<file path="config.mk">
export PLATFORM = sky130hd
export DESIGN_NAME = fetch_unit
export DESIGN_NICKNAME = d
export VERILOG_FILES = /design/src/rtl/fetch_unit.sv
export SDC_FILE = /design/constraint.sdc
export NUM_CORES = 1
export LEC_CHECK = 0
export BUFFER_PORTS_ARGS = -buffer_cell sky130_fd_sc_hd__buf_2
export CAP_MARGIN = 40
export CORE_ASPECT_RATIO = 1.25
export CORE_MARGIN = 5
export CORE_UTILIZATION = 40
export DETAILED_ROUTE_END_ITERATION = 7
export PLACE_DENSITY = 0.76
export SETUP_SLACK_MARGIN = 0.1
export SYNTH_ARGS = -nofsm -noshare
export SYNTH_HDL_FRONTEND = slang
export SYNTH_SLANG_ARGS = --single-unit
</file>
<file path="constraint.sdc">
create_clock -name CLK -period 1.6 [get_ports CLK]
set_clock_uncertainty 0.15 [all_clocks]
set_input_delay 0 -clock CLK [delete_from_list [all_inputs] [get_ports CLK]]
set_output_delay 0 -clock CLK [all_outputs]
set_load 0.05 [all_outputs]
</file>
<file path="src/rtl/fetch_unit.sv">
// Fetch unit: program counter, instruction register and optional return stack.
// Optional return stack built only when FETCH_CALLSTACK_EN is defined.
module fetch_unit #(
    parameter logic [6:0] RESET_PC    = 7'd0,
    parameter int         STACK_DEPTH = 4
) (
    input  logic        CLK,
    input  logic        RST,
    input  logic        Ena,
    input  logic        PC_EN,
    input  logic        PC_LOAD,
    input  logic        IR_EN,
    input  logic [11:0] MEM_DATA,
    output logic [6:0]  PC_ADDR,
    output logic [3:0]  OPCODE,
    output logic        I_Flag,
    output logic [6:0]  InstADDR,
    output logic        STK_OVF,
    output logic        STK_UNF
);

    generate
        if (STACK_DEPTH < 2 || STACK_DEPTH > 8) begin : g_bad_depth
            $error("fetch_unit: STACK_DEPTH must be 2..8");
        end
    endgenerate

    logic [6:0]  r_pc;
    logic [11:0] r_ir;
    logic [6:0]  w_pc_inc;
    logic [6:0]  w_pc_next;

    assign PC_ADDR  = r_pc;
    assign OPCODE   = r_ir[11:8];
    assign I_Flag   = r_ir[7];
    assign InstADDR = r_ir[6:0];
    assign w_pc_inc = r_pc + 7'd1;

`ifdef FETCH_CALLSTACK_EN
    localparam int SP_W  = $clog2(STACK_DEPTH + 1);
    localparam int IDX_W = $clog2(STACK_DEPTH);
    localparam logic [3:0] OP_CALL = 4'hE;
    localparam logic [3:0] OP_RET  = 4'hF;

    logic [6:0]       r_stack [STACK_DEPTH];
    logic [SP_W-1:0]  r_sp;
    logic [SP_W-1:0]  w_sp_next;
    logic             r_ovf;
    logic             r_unf;
    logic             w_ovf_next;
    logic             w_unf_next;
    logic             w_push;
    logic             w_full;
    logic             w_empty;
    logic [IDX_W-1:0] w_push_idx;
    logic [IDX_W-1:0] w_top_idx;

    assign w_full     = (r_sp == SP_W'(STACK_DEPTH));
    assign w_empty    = (r_sp == '0);
    assign w_push_idx = IDX_W'(r_sp);
    assign w_top_idx  = IDX_W'(r_sp - SP_W'(1));
    assign STK_OVF    = r_ovf;
    assign STK_UNF    = r_unf;

    // Jump decode; the pre-edge IR selects CALL/RET even if IR reloads this cycle.
    always_comb begin
        w_pc_next  = r_pc;
        w_sp_next  = r_sp;
        w_ovf_next = r_ovf;
        w_unf_next = r_unf;
        w_push     = 1'b0;
        if (PC_EN) begin
            if (!PC_LOAD) begin
                w_pc_next = w_pc_inc;
            end else if (OPCODE == OP_CALL) begin
                w_pc_next = InstADDR;
                if (w_full) begin
                    w_ovf_next = 1'b1;
                end else begin
                    w_push    = 1'b1;
                    w_sp_next = r_sp + SP_W'(1);
                end
            end else if (OPCODE == OP_RET) begin
                if (w_empty) begin
                    w_unf_next = 1'b1;
                    w_pc_next  = w_pc_inc;
                end else begin
                    w_pc_next = r_stack[w_top_idx];
                    w_sp_next = r_sp - SP_W'(1);
                end
            end else begin
                w_pc_next = InstADDR;
            end
        end
    end

    always_ff @(posedge CLK) begin
        if (!RST) begin
            r_sp  <= '0;
            r_ovf <= 1'b0;
            r_unf <= 1'b0;
        end else if (Ena) begin
            r_sp  <= w_sp_next;
            r_ovf <= w_ovf_next;
            r_unf <= w_unf_next;
        end
    end

    // Contents need no reset: an empty pointer makes stale entries unreachable.
    always_ff @(posedge CLK) begin
        if (RST && Ena && w_push) begin
            r_stack[w_push_idx] <= w_pc_inc;
        end
    end
`else
    assign STK_OVF = 1'b0;
    assign STK_UNF = 1'b0;

    always_comb begin
        w_pc_next = r_pc;
        if (PC_EN) begin
            w_pc_next = PC_LOAD ? InstADDR : w_pc_inc;
        end
    end
`endif

    always_ff @(posedge CLK) begin
        if (!RST) begin
            r_pc <= RESET_PC;
            r_ir <= 12'h000;
        end else if (Ena) begin
            r_pc <= w_pc_next;
            if (IR_EN) begin
                r_ir <= MEM_DATA;
            end
        end
    end

endmodule

</file>
==> results_dict.tcl <==
set metrics [dict create \
    status "completed" \
    setup_viol 0 \
    crit_fanout 5 \
    ant_nets 0 \
    hold_viol 0 \
    vias_per_cell 5.35 \
    p_leak_nw 0.533 \
    slowest_stage "dfxtp_4" \
    maxSlewViolCount 0 \
    hold_start "PC_LOAD" \
    utilization 0.618 \
    cts_htree_levels 1 \
    endpoint_kind "flop" \
    die-area_sq_um 3150 \
    drt_iter0_markers 31 \
    remaining_drc_errors 0 \
    drv_cap 0 \
    placed_cells 159 \
    min_path_type "in -> reg" \
    start_util 0.423 \
    die_h_microns 61.5 \
    clk_path_buf_depth 2 \
    drive_above_1_share 0.321 \
    port_buffers 36 \
    hpwlAfterDp_mm 1.62 \
    syn_to_final_growth_pct 46.0 \
    clk_latency_ps 300 \
    grt_pass1_vias 881 \
    vias 957 \
    hold_slack_ps 9.03 \
    routedWlPerCell_microns 12.9 \
    tns_ps 0 \
    place_ws_ps 132 \
    io-pin-count 39 \
    cts_buffers 3 \
    cp_cell_sequence "ha_4 -> nand4_1 -> or3_1 -> a32o_1" \
    yosysWarnings 0 \
    r2r_slack_ps 140 \
    yosysSeqAreaShare 0.448 \
    crit_type "reg -> reg" \
    fin_area_sq_um 1240 \
    antenna_cells 0 \
    overflow 0 \
    ys_seq_elements 19 \
    die_w_microns 51.2 \
    final_cell_mix "buf_2, nand2_1, a21oi_1" \
    grtUsageTotal 0.159 \
    powerDensity_nw_per_um2 780 \
    globalplace.congestion 0.842 \
    grt_first_pass_wirelength_mm 3.80 \
    final_cells 179 \
    clock-sinks 19 \
    peakVddDrop_v 0.000542 \
    min_period_ps 1460 \
    n_fill_cell 168 \
    synth_area_sq_um 848 \
    fin_crit_sh 0.914 \
    num_rows 18 \
    dpl_cell_area_sq_um 1060 \
    r2r-start "PC_ADDR[1]" \
    grt_setup_unrepaired "yes" \
    yosysTopAreaCellShare 0.448 \
    synthCells 107 \
    wl_mm 2.32 \
    yosysUniqueCellTypes 32 \
    yosysTopAreaCell "dfxtp_1" \
    antenna_found_initial 0 \
    timing.fmax_mhz 684 \
    hold_path_depth 3 \
    grt_max_degree 16 \
    critPathMaxStageDelay_ps 390 \
    finalPower_mw 0.966 \
    final.setup.worst_slack_ps 138 \
    cp.required_ps 1650 \
    reg2regPathDepth 4 \
    worstSetupStartpointType "flop" \
    cts_root_buf "clkbuf_4" \
    path_clk_slew_ps 110 \
    dr.pass1.iters 4 \
    holdPathEnd "PC_ADDR[0]" \
    num-nets-final 179 \
    final_common_cell "buf_2" \
    avgSynthCellArea_sq_um 7.93 \
    synth_area_leaders "dfxtp_1, nand2_1, a21oi_1" \
    reg2reg_to "PC_ADDR[6]" \
    cp.arrival_ps 1510 \
    cts_tree "yes" \
    fp.coreArea_sq_um 2000 \
]
cells in the mapped netlist:
cell and n:
a32o_1 2, a21boi_0 1, a21oi_1 16, nand2_2 1, mux2i_1 1, clkbuf_1 2
nor3b_1 1, nand4_1 4, nor2_1 3, o31ai_1 2, buf_4 2, dfxtp_1 19
or4_1 1, nor4_1 1, and2_0 1, buf_2 2, a211oi_1 2, nand3b_1 1
and2_1 1, or3_1 2, and2_2 1, a31oi_1 1, clkinv_1 1, nand2b_1 2
o21ai_0 3, nor2b_1 1, inv_1 1, ha_1 1, nand3_1 2, o31a_1 1
conb_1 1, nand2_1 27
routing by layer:
metal / global-route usage / vias to the layer above / part of all wire
li1: - / 479 / -
met1: 0.176 / 443 / 0.43
met2: 0.280 / 31 / 0.49
met3: 0.0363 / 4 / 0.061
met4: 0.0962 / 0 / 0.016
met5: 0 / - / 0
cells by family after synthesis:
group                      after synthesis  share of synthesized area
AOI/OAI and AO/OA                       28                      0.198
adders and majority gates                1                     0.0147
muxes                                    1                     0.0118
other                                    1                    0.00442
buffers and inverters                    8                     0.0472
and+or+nand+nor                         49                      0.276
DFF                                     19                      0.448
registers in the layout, summed over array words and instances (netlist names):
name / cells
PC_ADDR: 7
r_ir: 12
final cells by class:
| class | instances | area, sq um | area share |
|---|---|---|---|
| Multi-Input combinational cell | 81 | 444 | 0.359 |
| Sequential cell | 19 | 393 | 0.317 |
| Timing Repair Buffer | 53 | 343 | 0.277 |
| Clock buffer | 4 | 26.3 | 0.0212 |
| Tap cell | 20 | 25.0 | 0.0202 |
| Inverter | 2 | 7.51 | 0.00606 |
how the worst max path moves through the flow:
stage | startpoint | end | slack, ps
after floorplan | PC_ADDR[1] | PC_ADDR[6] | 60
after global placement | PC_ADDR[0] | PC_ADDR[6] | 170
after detailed placement | PC_ADDR[0] | PC_ADDR[6] | 130
after CTS | PC_ADDR[0] | PC_ADDR[6] | 120
after global routing | PC_ADDR[1] | PC_ADDR[6] | 70
final | PC_ADDR[1] | PC_ADDR[6] | 140
timing repair:
action / 4_1_cts / 5_1_grt
hold buffers: 14 / 0
setup endpoints to repair: 0 / 1
gates resized for setup: 0 / 0
setup buffers: 0 / 2
endpoints found under the hold margin: 14 / 0
worst max-delay path: cells and delay by family, from the launching register on:
family	cells	cell delay, ps
fa+ha+maj	1	140
compound gates	1	260
flops	1	390
simple gates	2	430
power breakdown:
| group | switching [mW] | total, mW | internal, mW |
|---|---|---|---|
| combinational | 0.139 | 0.213 | 0.0746 |
| sequential | 0.0157 | 0.506 | 0.491 |
| clock | 0.149 | 0.247 | 0.0973 |
| total | 0.304 | 0.966 | 0.663 |
Power figures use the tool's default switching activity.
